--- src/rtl/modred_word_pipe_pkg.sv ---
// Shared constants and helpers for the word-level Montgomery reducer.
// Default widths and the step-count helper used by the pipeline top.
package modred_word_pipe_pkg;

  localparam int DEF_DATA_SIZE = 14;
  localparam int DEF_W_SIZE    = 12;

  // Ceiling division: number of W-bit words needed to cover a width.
  function automatic int cdiv(input int a, input int b);
    return (a + b - 1) / b;
  endfunction

  // Internal datapath width of every reduction step.
  function automatic int step_width(input int data_size);
    return 2 * data_size + 1;
  endfunction

endpackage

--- src/rtl/modred_word_step.sv ---
// One Montgomery word-reduction step: y = (x + q*T2) / 2^W_SIZE.
// Ports: clk, reset (sync, active-low), adv (stage enable), qh (q>>W),
//   in_valid/x (operand), out_valid/y (reduced value, two cycles later).
module modred_word_step
  import modred_word_pipe_pkg::*;
#(
  parameter int DATA_SIZE = DEF_DATA_SIZE,
  parameter int W_SIZE    = DEF_W_SIZE,
  parameter int IN_W      = 2 * DEF_DATA_SIZE + 1,
  parameter int OUT_W     = 2 * DEF_DATA_SIZE + 1
) (
  input  logic                        clk,
  input  logic                        reset,
  input  logic                        adv,
  input  logic [DATA_SIZE-W_SIZE-1:0] qh,
  input  logic                        in_valid,
  input  logic [IN_W-1:0]             x,
  output logic                        out_valid,
  output logic [OUT_W-1:0]            y
);

  localparam int QH_W = DATA_SIZE - W_SIZE;
  localparam int HI_W = IN_W - W_SIZE;
  localparam int P_W  = QH_W + W_SIZE;

  logic [W_SIZE-1:0] lo;
  logic [W_SIZE-1:0] t2;
  logic [P_W-1:0]    prod;

  assign lo   = x[W_SIZE-1:0];
  // T2 = -lo mod 2^W makes the low word of x + q*T2 vanish.
  assign t2   = -lo;
  assign prod = P_W'(qh) * P_W'(t2);

  logic              a_valid;
  logic [HI_W-1:0]   a_hi;
  (* use_dsp = "yes" *)
  logic [P_W-1:0]    a_prod;
  logic              a_carry;

  always_ff @(posedge clk) begin
    if (!reset) begin
      a_valid   <= 1'b0;
      a_hi      <= '0;
      a_prod    <= '0;
      a_carry   <= 1'b0;
      out_valid <= 1'b0;
      y         <= '0;
    end else if (adv) begin
      a_valid   <= in_valid;
      a_hi      <= x[IN_W-1:W_SIZE];
      a_prod    <= prod;
      // lo + T2 equals 2^W exactly when lo is non-zero.
      a_carry   <= |lo;
      out_valid <= a_valid;
      y         <= OUT_W'(a_hi) + OUT_W'(a_prod) + OUT_W'(a_carry);
    end
  end

endmodule

--- src/rtl/modred_word_pipe.sv ---
// Pipelined word-level Montgomery reducer: C = T*2^(-W*L) mod q in [0,q).
// Ports: clk, reset (sync, active-low), q, in_valid/in_ready/T,
//   out_valid/out_ready/C, q_err (registered: q mod 2^W != 1).
module modred_word_pipe
  import modred_word_pipe_pkg::*;
#(
  parameter int DATA_SIZE = DEF_DATA_SIZE,
  parameter int W_SIZE    = DEF_W_SIZE
) (
  input  logic                   clk,
  input  logic                   reset,
  input  logic [DATA_SIZE-1:0]   q,
  input  logic                   in_valid,
  output logic                   in_ready,
  input  logic [2*DATA_SIZE-1:0] T,
  output logic                   out_valid,
  input  logic                   out_ready,
  output logic [DATA_SIZE-1:0]   C,
  output logic                   q_err
);

  localparam int L  = cdiv(DATA_SIZE, W_SIZE);
  localparam int XW = step_width(DATA_SIZE);

  // Whole pipeline advances together; a held output freezes everything.
  logic adv;
  assign adv      = ~out_valid | out_ready;
  assign in_ready = adv;

  logic [DATA_SIZE-W_SIZE-1:0] qh;
  assign qh = q[DATA_SIZE-1:W_SIZE];

  logic [L:0][XW-1:0] sx;
  logic [L:0]         sv;

  assign sx[0] = XW'(T);
  assign sv[0] = in_valid;

  for (genvar i = 0; i < L; i++) begin : g_step
    modred_word_step #(
      .DATA_SIZE (DATA_SIZE),
      .W_SIZE    (W_SIZE),
      .IN_W      (XW),
      .OUT_W     (XW)
    ) u_step (
      .clk       (clk),
      .reset     (reset),
      .adv       (adv),
      .qh        (qh),
      .in_valid  (sv[i]),
      .x         (sx[i]),
      .out_valid (sv[i+1]),
      .y         (sx[i+1])
    );
  end

  // Step output is below 2q, so one conditional subtraction is canonical.
  logic [XW-1:0]        r;
  logic [XW-1:0]        q_ext;
  logic [DATA_SIZE-1:0] c_next;

  assign r      = sx[L];
  assign q_ext  = XW'(q);
  assign c_next = (r >= q_ext) ? DATA_SIZE'(r - q_ext)
                               : DATA_SIZE'(r);

  always_ff @(posedge clk) begin
    if (!reset) begin
      out_valid <= 1'b0;
      C         <= '0;
      q_err     <= 1'b0;
    end else begin
      q_err <= (q[W_SIZE-1:0] != W_SIZE'(1));
      if (adv) begin
        out_valid <= sv[L];
        C         <= c_next;
      end
    end
  end

endmodule
--- config.mk ---
export PLATFORM = sky130hd
export DESIGN_NAME = modred_word_pipe
export DESIGN_NICKNAME = d
export VERILOG_FILES = /design/src/rtl/modred_word_pipe_pkg.sv /design/src/rtl/modred_word_step.sv /design/src/rtl/modred_word_pipe.sv
export SDC_FILE = /design/constraint.sdc
export NUM_CORES = 1
export LEC_CHECK = 0
export CORE_ASPECT_RATIO = 1.1
export CORE_UTILIZATION = 55
export DETAILED_ROUTE_END_ITERATION = 8
export GPL_ROUTABILITY_DRIVEN = 0
export PLACE_DENSITY = 0.76
export SYNTH_ARGS = -nofsm -noshare
export SYNTH_HDL_FRONTEND = slang
export SYNTH_SLANG_ARGS = --single-unit
--- constraint.sdc ---
create_clock -name clk -period 5.55 [get_ports clk]
set_clock_uncertainty 0.15 [all_clocks]
set_input_delay 0.8325 -clock clk [delete_from_list [all_inputs] [get_ports clk]]
set_output_delay 0.8325 -clock clk [all_outputs]
set_load 0.01 [all_outputs]
======== After elaboration in Yosys (flattened, before gate mapping) ========
Cells that the tools add are included.
operators by class
  bitwise operators ....................... 2
  reductions and logical operators ........ 2
  multiplexer cells ....................... 1
  multiply operators ...................... 2
  equal/unequal tests ..................... 1
  magnitude comparators ................... 1
  add/sub/neg operators ................... 7
operators with widths
  kind                 count
  $add 29x1->29        2
  $ge 29x14->1         1
  $mul 2x12->14        2
  $neg 12->12          2
  $reduce_or 12->1     2
  $add 17x14->18       1
  $add 16x14->17       1
  $mux 14              1
  $sub 14x14->14       1
  $ne 12x1->1 const B  1
  $not 1->1            1
  $or 1x1->1           1
word-level totals
  logic and storage cells ................. 31
  flip-flop bits (word level) ............. 141
  output and inout bits ................... 17
  bits of input ports ..................... 46

======== Longest topological paths before layout ========
Gate-level depths: netlist of the first run.
  depth in word-level cells ............... 2
  gate-level depth with buffers ........... 14
  gate-level depth less buffers ........... 14

======== Modules after synthesis ========
A second synthesis of the first run with hierarchy kept.
second synthesis, totals
  cells, all modules ...................... 1027
  area, all modules ....................... 8793.4 um2
modules (own cells, without submodules)
  module                               times used  cells an instance  area an instance (um2)
  modred_word_step (g_step[0].u_step)  1           416                3608.5
  modred_word_step (g_step[1].u_step)  1           401                3502.1
  modred_word_pipe                     1           210                1682.9

======== Worst setup path before layout of the first run ========
Ideal clock, no wire load.
  path type ............................... input port to flip-flop
  start ................................... input port T[0]
  end ..................................... register g_step[0].u_step.a_prod[12]
  setup slack ............................. 1.997 ns
  library setup time ...................... 0.123 ns
  buffers on the path ..................... 0
  cell stages on the path ................. 13
  arrival ................................. 3.280 ns
  cell sequence ........................... inv_1 -> ha_1 -> inv_1 -> or4_1 -> xor2_1 -> and2_1 -> ha_1 -> and3_1 -> a311oi_1 -> o21bai_1 -> a21oi_1 -> xnor2_1 -> o21ai_0
on the way
  cells in the longest elaborated chain, start to end .. 2
ends and longest elaborated chain
  item                    line                    RTL
  start: declaration      modred_word_pipe.sv:15  input logic [2*DATA_SIZE-1:0] T,
  $neg 12->12             modred_word_step.sv:32  assign t2 = -lo;
  $mul 2x12->14           modred_word_step.sv:33  assign prod = P_W'(qh) * P_W'(t2);
  end signal: assignment  modred_word_step.sv:52  a_prod <= prod;
  end: declaration        modred_word_step.sv:38  logic [P_W-1:0] a_prod;
Every way passes these cells.
A chain may end at the register's enable or synchronous reset.

======== Worst setup path after layout of the first run ========
Same ends and word-level chain as after synthesis.

==> impl_metrics.py, run 1 <==
metrics = {
    "outcome": {
        "status": "complete, no violations",
    },
    "finish": {
        "drive_above_1_share_pct": 3.91,
        "final_cell_mix": "nand2_1, dfxtp_1, a21oi_1, nor2_1",
        "nets": 1182,
        "fin_util_pct": 64.0,
        "num_antenna_cells": 0,
        "area_delta_synth_final_pct": 13.5,
        "layout_commonest_cell": "nand2_1",
    },
    "synthesis": {
        "ys_top_cells_by_area": "dfxtp_1, ha_1, nand2_1",
        "netlist_instances": 1031,
        "netlist_area_um2": 7810,
        "synth.avg_cell_area_um2": 7.57,
        "synth_cell_types": 58,
        "synth-async-reset-ratio_pct": 0,
        "yosys.area.top_type": "dfxtp_1",
        "synth_edf_count": 0,
        "ys_seq_area_share_pct": 27.2,
        "yosys_register_bits": 106,
        "synth.net_count": 1144,
        "yosys.area.top_type_share_pct": 27.2,
        "yosys_warnings": 0,
        "ys.flop_type": "dfxtp_1",
    },
    "routing": {
        "dr.pass1.iters": 5,
        "route.detailed.drc": 0,
        "routedWlPerCell_um": 14.7,
        "wl_um": 18500,
        "drtIter0Drc": 374,
        "vias": 7151,
        "vias_per_cell": 5.67,
        "antenna_left": 0,
    },
    "worst_setup_path": {
        "start_kind": "input pin",
        "path_class": "in2reg",
        "cp_max_fo": 5,
        "required_ns": 5.61,
        "r2r_slack_ns": 1.96,
        "crit_path_end_kind": "flip-flop",
        "arrival_ns": 4.08,
    },
    "placement": {
        "io_buffers": 62,
        "dp_hpwl_um": 13900,
    },
    "global_routing": {
        "grt_util_met2_pct": 49.1,
        "grt_start_max_net_pins": 76,
        "grtUsageTotal_pct": 26.4,
        "antenna_found_initial": 0,
        "grt_overflow": 0,
        "grt_pass1_vias": 6709,
        "grt-busiest-layer": "met2",
        "grt_first_pass_wirelength_um": 30800,
        "met3_usage_pct": 3.51,
        "grt_use_met1_pct": 29.3,
    },
    "power_and_ir_drop": {
        "ir_drop_uv": 187,
        "p_per_area_nw_per_um2": 293,
        "p_leak_nw": 3.82,
    },
    "clock_network": {
        "clock_sinks": 106,
        "clock-root-buffer": "clkbuf_16",
        "cts_tree": "built",
        "clk_latency_ns": 0.36,
        "clk_pin_slew_ns": 0.07,
        "cts_buffer_depth": 2,
        "post_cts_buffers": 0,
        "hold_buffers": 0,
        "cts_max_level": 3,
        "cts_buffers": 9,
        "ctsResizeCount": 0,
    },
    "min_path": {
        "hold_class": "reg2reg",
    },
    "sta": {
        "setup_violations": 0,
        "finalCriticalPeriod_ns": 4.02,
        "period_share_pct": 72.3,
        "drv_slew": 0,
        "final.setup.tns_ns": 0,
        "relSlewSlack_pct": 30.5,
        "hold_violations": 0,
        "fmax_mhz": 249,
        "whs_ns": 0.302,
        "worst_pin_slew_ns": 1.04,
        "rsz0062_at_grt": "false",
    },
    "die": {
        "dieArea_um2": 14700,
        "fp-row-count": 45,
        "die_height_um": 127,
        "io_pins": 63,
        "core-area_um2": 13900,
        "initial_core_util_pct": 56.4,
        "die_w_um": 116,
    },
    "flow_run": {
        "maxCapViolations": 0,
    },
}
==> critical path, stage by stage <==
cell and delay [ns]:
clkdlybuf4s50_1 0.52, inv_1 0.13, ha_1 0.23, inv_1 0.08
or4_1 0.53, xor2_1 0.17, and2_1 0.17, ha_1 0.35
and3_1 0.20, a311oi_1 0.38, o21bai_1 0.11, a21oi_1 0.18
xnor2_1 0.13, o21ai_0 0.08
==> logic make-up (layout without fill, tap and decap cells) <==
group,count (synthesis),after routing,share of synthesized area (%)
simple gates,411,411,25.4
compound gates,265,265,21.1
flops,106,106,27.2
buf+inv,88,131,4.28
xor+xnor,81,81,9.09
fa+ha+maj,67,67,11.2
mux,13,13,1.70
==> routing by layer <==
metal,up-vias,wire [um]
li1,3701,-
met1,3300,7910
met5,-,0
met3,43,479
met4,0,719
met2,107,9400
==> final timing paths <==
kind | startpoint | to | depth (start not counted)
setup reg to reg | g_step[0].u_step.y[0]$_SDFFE_PN0P_ | g_step[1].u_step.a_prod[12]$_SDFFE_PN0P_ | 13
hold / removal | g_step[0].u_step.y[1]$_SDFFE_PN0P_ | g_step[0].u_step.y[1]$_SDFFE_PN0P_ | 2
setup / recovery | T[0] | g_step[0].u_step.a_prod[12]$_SDFFE_PN0P_ | 14
hold reg to reg | g_step[0].u_step.y[1]$_SDFFE_PN0P_ | g_step[0].u_step.y[1]$_SDFFE_PN0P_ | 2
==> state kept, by name (all words and copies together), names as in the netlist <==
name and cells:
g_step.u_step.a_hi 22, out_valid 1, q_err 1, g_step.u_step.a_valid 2
g_step.u_step.a_carry 2, C 14, g_step.u_step.y 34, g_step.u_step.a_prod 28
g_step.u_step.out_valid 2
==> cells in the mapped netlist, types with 28 or more instances <==
library cell,instances
nand3_1,33
nand2_1,152
a21oi_1,97
inv_1,45
clkbuf_1,35
xnor2_1,53
ha_1,62
dfxtp_1,106
a211oi_1,28
nor2_1,75
xor2_1,28
o21ai_0,54
and2_1,47
==> cell type report <==
| type | instances | area (um2) |
|---|---|---|
| tap | 188 | 235 |
| clock inverter | 5 | 62.6 |
| sequential | 106 | 2120 |
| inverter | 45 | 170 |
| timing repair buffer | 70 | 681 |
| fill | 1331 | 4990 |
| multi-input combinational | 837 | 5360 |
| clock buffer | 11 | 233 |
==> power by group <==
| part | internal (mW) | switching, mW |
|---|---|---|
| logic | 0.462 | 0.524 |
| registers | 0.862 | 0.103 |
| clock network | 0.353 | 0.292 |
| total | 1.68 | 0.919 |
==> through the flow <==
| step | area (um2) | std cells | worst slack, ns | total power [mW] |
|---|---|---|---|---|
| final | 8860 | 1262 | 1.53 | 2.60 |
| after global placement | 8570 | 1246 | 1.22 | 1.94 |
| after CTS | 8860 | 1262 | 1.54 | 2.61 |
| after global routing | 8860 | 1262 | 1.25 | 2.76 |
| after detailed placement | 8570 | 1246 | 1.18 | 1.96 |
| after floorplan | 7810 | 1031 | 2.00 | 1.70 |
Power figures use the tool's default switching activity.
==> run 2: changes to the inputs <==
--- a/config.mk
+++ b/config.mk
@@ -6,10 +6,10 @@
 export NUM_CORES = 1
 export LEC_CHECK = 0
 export CORE_ASPECT_RATIO = 1.1
-export CORE_UTILIZATION = 55
+export CORE_UTILIZATION = 54
 export DETAILED_ROUTE_END_ITERATION = 8
 export GPL_ROUTABILITY_DRIVEN = 0
-export PLACE_DENSITY = 0.76
+export PLACE_DENSITY = 0.78
 export SYNTH_ARGS = -nofsm -noshare
 export SYNTH_HDL_FRONTEND = slang
 export SYNTH_SLANG_ARGS = --single-unit
==> constraint.sdc (replaced) <==
create_clock -name clk -period 3.5 [get_ports clk]
set_clock_uncertainty 0.15 [all_clocks]
set_input_delay 0.525 -clock clk [delete_from_list [all_inputs] [get_ports clk]]
set_output_delay 0.525 -clock clk [all_outputs]
set_load 0.01 [all_outputs]
==> impl_metrics.py, run 2 (same netlist as run 1, synthesis figures left out) <==
metrics = {
    "sta": {
        "worst_pin_slew_ns": 0.741,
        "period_share_pct": 95.1,
        "fmax_mhz": 300,
        "drv_slew": 0,
        "setup_ws_ns": 0.172,
        "hold_violations": 0,
        "finalCriticalPeriod_ns": 3.33,
        "setup_violations": 0,
        "relSlewSlack_pct": 50.6,
    },
    "worst_setup_path": {
        "cp_slowest_cell": "or4_1",
        "required_ns": 3.64,
        "path_class": "in2reg",
        "crit_path_end_kind": "flip-flop",
        "start_kind": "input pin",
        "crit_path_max_incr_delay_ns": 0.53,
        "crit_top_cell": "inv_1",
        "arrival_ns": 3.47,
        "crit_chain": "clkdlybuf4s50_1 -> inv_1 -> ha_2 -> inv_1 -> or4_1 -> xor2_1 -> and2_1 -> ha_1 -> and3_1 -> a311oi_2 -> buf_4 -> xnor2_1 -> nand2_1 -> a21oi_1",
        "rr_worst_depth": 11,
        "cp_max_fo": 4,
    },
    "global_routing": {
        "grt_first_pass_wirelength_um": 32300,
        "grt_pass1_vias": 7037,
        "antenna_found_initial": 0,
        "grtUsageTotal_pct": 27.3,
        "grt_overflow": 0,
        "grt_start_max_net_pins": 75,
    },
    "power_and_ir_drop": {
        "p_int_mw": 2.72,
        "clock_power_share_pct": 24.1,
        "p_leak_nw": 4.16,
        "power_frac_seq_pct": 35.5,
        "p_sw_mw": 1.56,
        "swShare_pct": 36.5,
        "p_comb_share_pct": 40.3,
        "p_per_area_nw_per_um2": 456,
        "ir_drop_uv": 257,
    },
    "die": {
        "core-area_um2": 14000,
        "die_w_um": 117,
        "io_pins": 63,
        "die_height_um": 128,
        "dieArea_um2": 14900,
        "fp-row-count": 45,
        "initial_core_util_pct": 55.9,
    },
    "clock_network": {
        "cts_buffers": 9,
        "clock-root-buffer": "clkbuf_16",
        "cts_buffer_depth": 2,
        "cts_tree": "built",
        "clock_sinks": 106,
        "clk_pin_slew_ns": 0.08,
        "clk_latency_ns": 0.37,
        "cts_max_level": 3,
        "hold_buffers": 0,
        "post_cts_buffers": 0,
    },
    "routing": {
        "vias": 7501,
        "routedWlPerCell_um": 14.7,
        "vias_per_cell": 5.66,
        "drtIter0Drc": 417,
        "wl_um": 19500,
        "dr.pass1.iters": 5,
        "antenna_left": 0,
        "route.detailed.drc": 0,
    },
    "finish": {
        "fin_cells": 1326,
        "layout_commonest_cell": "nand2_1",
        "area_delta_synth_final_pct": 20.4,
        "regMostFlops": "g_step.u_step.y",
        "largest_reg_flops": 34,
        "top_regs": "g_step.u_step.y x34, g_step.u_step.a_prod x28, g_step.u_step.a_hi x22",
        "final_cell_mix": "nand2_1, dfxtp_1, a21oi_1, nor2_1, buf_4",
        "num_antenna_cells": 0,
        "fill_cells": 1248,
        "drive_above_1_share_pct": 10.0,
        "nets": 1246,
    },
    "placement": {
        "dp_hpwl_um": 14800,
        "place_ws_ns": -0.278,
        "io_buffers": 62,
        "place_inst": 1310,
    },
    "outcome": {
        "status": "complete, no violations",
    },
    "min_path": {
        "min_delay_path_depth": 2,
        "hold_class": "reg2reg",
    },
    "flow_run": {
        "maxCapViolations": 0,
    },
}
run 2: changes by cell type in the layout (fill, tap and decap cells not counted), sizes merged:
| cell | previous run | this run |
|---|---|---|
| bufinv | 1 | 0 |
| clkinv | 2 | 7 |
| buf | 8 | 72 |
| clkbuf | 11 | 9 |
| clkinvlp | 2 | 0 |
run 2: power by group through the flow:
stage          logic, mW  clock network [mW]  registers (mW)
6_report            1.73                1.03            1.52
5_1_grt             1.93                1.09            1.54
4_1_cts             1.72                1.05            1.52
3_5_place_dp        1.70                   0            1.55
3_3_place_gp        1.66                   0            1.54
2_1_floorplan       1.20                   0            1.49
run 2: worst max-delay path, delay by kind of cell:
family	cells	cell delay, ns
buffers and inverters	4	0.72
AO/OA/AOI/OAI	2	0.44
XOR/XNOR	2	0.26
adder cells (fa/ha/maj)	2	0.53
AND/OR/NAND/NOR	4	0.96
run 2: final cells by class:
class                   count  area (um2)  area share [%]
clock buffers               9         225            2.40
clock inverters             7        86.3           0.918
inverters                  45         170            1.81
multi-input cells         837        5390            57.3
flip-flops and latches    106        2120            22.6
well taps                 188         235            2.50
repair buffers            134        1170            12.5
run 2: path summary, 6_finish.rpt:
| kind | from | end | slack [ns] |
|---|---|---|---|
| max | T[0] | g_step[0].u_step.a_prod[10]$_SDFFE_PN0P_ | 0.17 |
| min | g_step[0].u_step.y[13]$_SDFFE_PN0P_ | g_step[1].u_step.a_hi[1]$_SDFFE_PN0P_ | 0.31 |
| max reg2reg | g_step[0].u_step.a_prod[0]$_SDFFE_PN0P_ | g_step[0].u_step.y[15]$_SDFFE_PN0P_ | 0.20 |
| min reg2reg | g_step[0].u_step.y[13]$_SDFFE_PN0P_ | g_step[1].u_step.a_hi[1]$_SDFFE_PN0P_ | 0.31 |
run 2: through the flow:
stage / power (mW) / util, % / setup TNS, ns / hold slack [ns] / instance area (um2)
6_report: 4.28 / 67.3 / 0 / 0.308 / 9400
5_1_grt: 4.56 / 67.3 / -0.000234 / 0.324 / 9400
4_1_cts: 4.28 / 67.1 / 0 / 0.306 / 9370
3_5_place_dp: 3.25 / 64.9 / -1.91 / 0.296 / 9060
3_3_place_gp: 3.20 / 64.9 / -0.866 / 0.291 / 9060
2_1_floorplan: 2.70 / - / 0 / 0.282 / 7810
run 2: layer usage:
metal | global-route usage, % | routed length [um] | vias to the layer above
met5 | 0 | 0 | -
met4 | 13.8 | 749 | 0
met3 | 2.84 | 494 | 44
met2 | 50.3 | 10000 | 143
met1 | 30.6 | 8170 | 3469
li1 | - | - | 3845
run 2: what timing repair did:
action	in CTS	in global routing
endpoints found under the hold margin	0	0
resized for setup	0	7
setup endpoints to repair	0	8
==> run 3: changes to the inputs <==
==> constraint.sdc (replaced) <==
create_clock -name clk -period 3 [get_ports clk]
set_clock_uncertainty 0.15 [all_clocks]
set_input_delay 0.45 -clock clk [delete_from_list [all_inputs] [get_ports clk]]
set_output_delay 0.45 -clock clk [all_outputs]
set_load 0.01 [all_outputs]
==> impl_metrics.py, run 3 (same netlist as run 1, synthesis figures left out) <==
metrics = {
    "finish": {
        "top_regs": "g_step.u_step.y x34, g_step.u_step.a_prod x28, g_step.u_step.a_hi x22",
        "layout_commonest_cell": "nand2_1",
        "final_cell_mix": "nand2_1, buf_4, dfxtp_1, a21oi_1, nor2_1",
        "register_area_um2": 2130,
        "drive_above_1_share_pct": 24.6,
        "area_delta_synth_final_pct": 36.2,
        "fill_cells": 1010,
        "nets": 1325,
        "fin_util_pct": 76.1,
        "num_antenna_cells": 0,
        "finalInstanceArea_um2": 10600,
        "fin_cells": 1405,
        "regMostFlops": "g_step.u_step.y",
        "multi_input_area_um2": 6030,
        "largest_reg_flops": 34,
    },
    "sta": {
        "setup_violations": 0,
        "hold_violations": 0,
        "whs_ns": 0.303,
        "finalCriticalPeriod_ns": 3.00,
        "fmax_mhz": 334,
        "relSlewSlack_pct": 12.1,
        "period_share_pct": 99.8,
        "setup_ws_ns": 0.00459,
        "drv_slew": 0,
        "rsz0062_at_grt": "true",
        "worst_pin_slew_ns": 1.31,
    },
    "global_routing": {
        "grt_pass1_vias": 7560,
        "grtUsageTotal_pct": 29.2,
        "antenna_found_initial": 0,
        "grt_start_max_net_pins": 73,
        "grt_first_pass_wirelength_um": 34500,
        "grt_overflow": 0,
    },
    "clock_network": {
        "cts_tree": "built",
        "hold_buffers": 0,
        "cts_max_level": 3,
        "cts_buffer_depth": 2,
        "cts_buffers": 9,
        "clk_latency_ns": 0.36,
        "clock-root-buffer": "clkbuf_16",
        "clk_pin_slew_ns": 0.08,
        "clock_sinks": 106,
    },
    "worst_setup_path": {
        "start_kind": "flip-flop",
        "path_class": "reg2reg",
        "cp_max_fo": 3,
        "arrival_ns": 3.10,
        "rr_startpoint": "g_step[0].u_step.a_prod[0]$_SDFFE_PN0P_",
        "crit_path_start": "g_step[0].u_step.a_prod[0]$_SDFFE_PN0P_",
        "required_ns": 3.11,
        "crit_path_end_kind": "flip-flop",
        "r2r_slack_ns": 0.005,
    },
    "routing": {
        "drtIter0Drc": 460,
        "routedWlPerCell_um": 16.1,
        "wl_um": 22600,
        "vias": 8099,
        "antenna_left": 0,
        "vias_per_cell": 5.76,
        "dr.pass1.iters": 5,
        "route.detailed.drc": 0,
    },
    "flow_run": {
        "maxCapViolations": 0,
    },
    "placement": {
        "dp_hpwl_um": 15300,
        "io_buffers": 62,
        "place_inst": 1363,
        "place_area_um2": 9510,
        "place_ws_ns": -0.663,
    },
    "die": {
        "core-area_um2": 14000,
        "die_height_um": 128,
        "fp-row-count": 45,
        "initial_core_util_pct": 55.9,
        "die_w_um": 117,
        "dieArea_um2": 14900,
        "io_pins": 63,
    },
    "power_and_ir_drop": {
        "p_leak_nw": 4.64,
        "p_per_area_nw_per_um2": 514,
        "ir_drop_uv": 269,
    },
    "min_path": {
        "hold_class": "reg2reg",
        "hold_start": "g_step[0].u_step.out_valid$_SDFFE_PN0P_",
    },
    "outcome": {
        "status": "complete, no violations",
    },
}
-- run 3: cell count changes in the layout (fill, tap and decap cells not counted), sizes merged --
cell           before  now
clkinvlp            0    1
clkbuf              9   12
buf                72  151
dlygate4sd2         0    4
inv                45   46
dlymetal6s2s        0    6
clkdlybuf4s50      62   50
clkinv              7    4
-- run 3: final cells by class --
cell class                      instances  share of cell area [%]
Multi-Input combinational cell        837                    56.7
Inverter                               45                    1.60
Clock inverter                          6                   0.471
Sequential cell                       106                    20.0
Tap cell                              188                    2.21
Timing Repair Buffer                  213                    16.9
Clock buffer                           10                    2.15
-- run 3: worst paths after layout --
kind | end | cells after the start
worst min register to register | g_step[0].u_step.out_valid$_SDFFE_PN0P_ | 2
worst max-delay path | g_step[0].u_step.y[15]$_SDFFE_PN0P_ | 11
worst min-delay path | g_step[0].u_step.out_valid$_SDFFE_PN0P_ | 2
worst max register to register | g_step[0].u_step.y[15]$_SDFFE_PN0P_ | 11
-- run 3: metal layers --
layer  track usage, %  vias to the layer above  share of wire [%]
met1             31.5                     3765                 39
met3             3.55                       99                4.0
met4             18.2                        0                6.1
met5                0                        -                  0
li1                 -                     3987                  -
met2             53.6                      248                 51
-- run 3: power breakdown --
group	switching (mW)	total (mW)	internal (mW)
logic	1.22	2.50	1.29
clock network	0.582	1.16	0.575
registers	0.209	1.80	1.60
total	2.01	5.47	3.46
-- run 3: critical path, cell delays in order, from the launching register on --
cell and delay (ns):
dfxtp_2 0.36, ha_4 0.14, inv_2 0.04, fa_2 0.39, buf_6 0.15, xnor2_4 0.13
and3_4 0.21, nor3b_4 0.21, nand4_1 0.21, or3_4 0.44, o211a_1 0.22, a211o_1 0.25
-- run 3: per-stage QoR --
step / total power [mW] / TNS [ns]
floorplan: 3.16 / -0.0154
global placement: 3.87 / -10.73
detailed placement: 3.94 / -12.12
CTS: 5.20 / 0
global route: 5.77 / -0.901
finish: 5.47 / 0
-- run 3: repair_timing --
item	CTS	global route
pin swaps	22	62
setup buffers	14	12
gates resized for setup	51	103
endpoints found under the setup margin	22	39
cloned	0	0
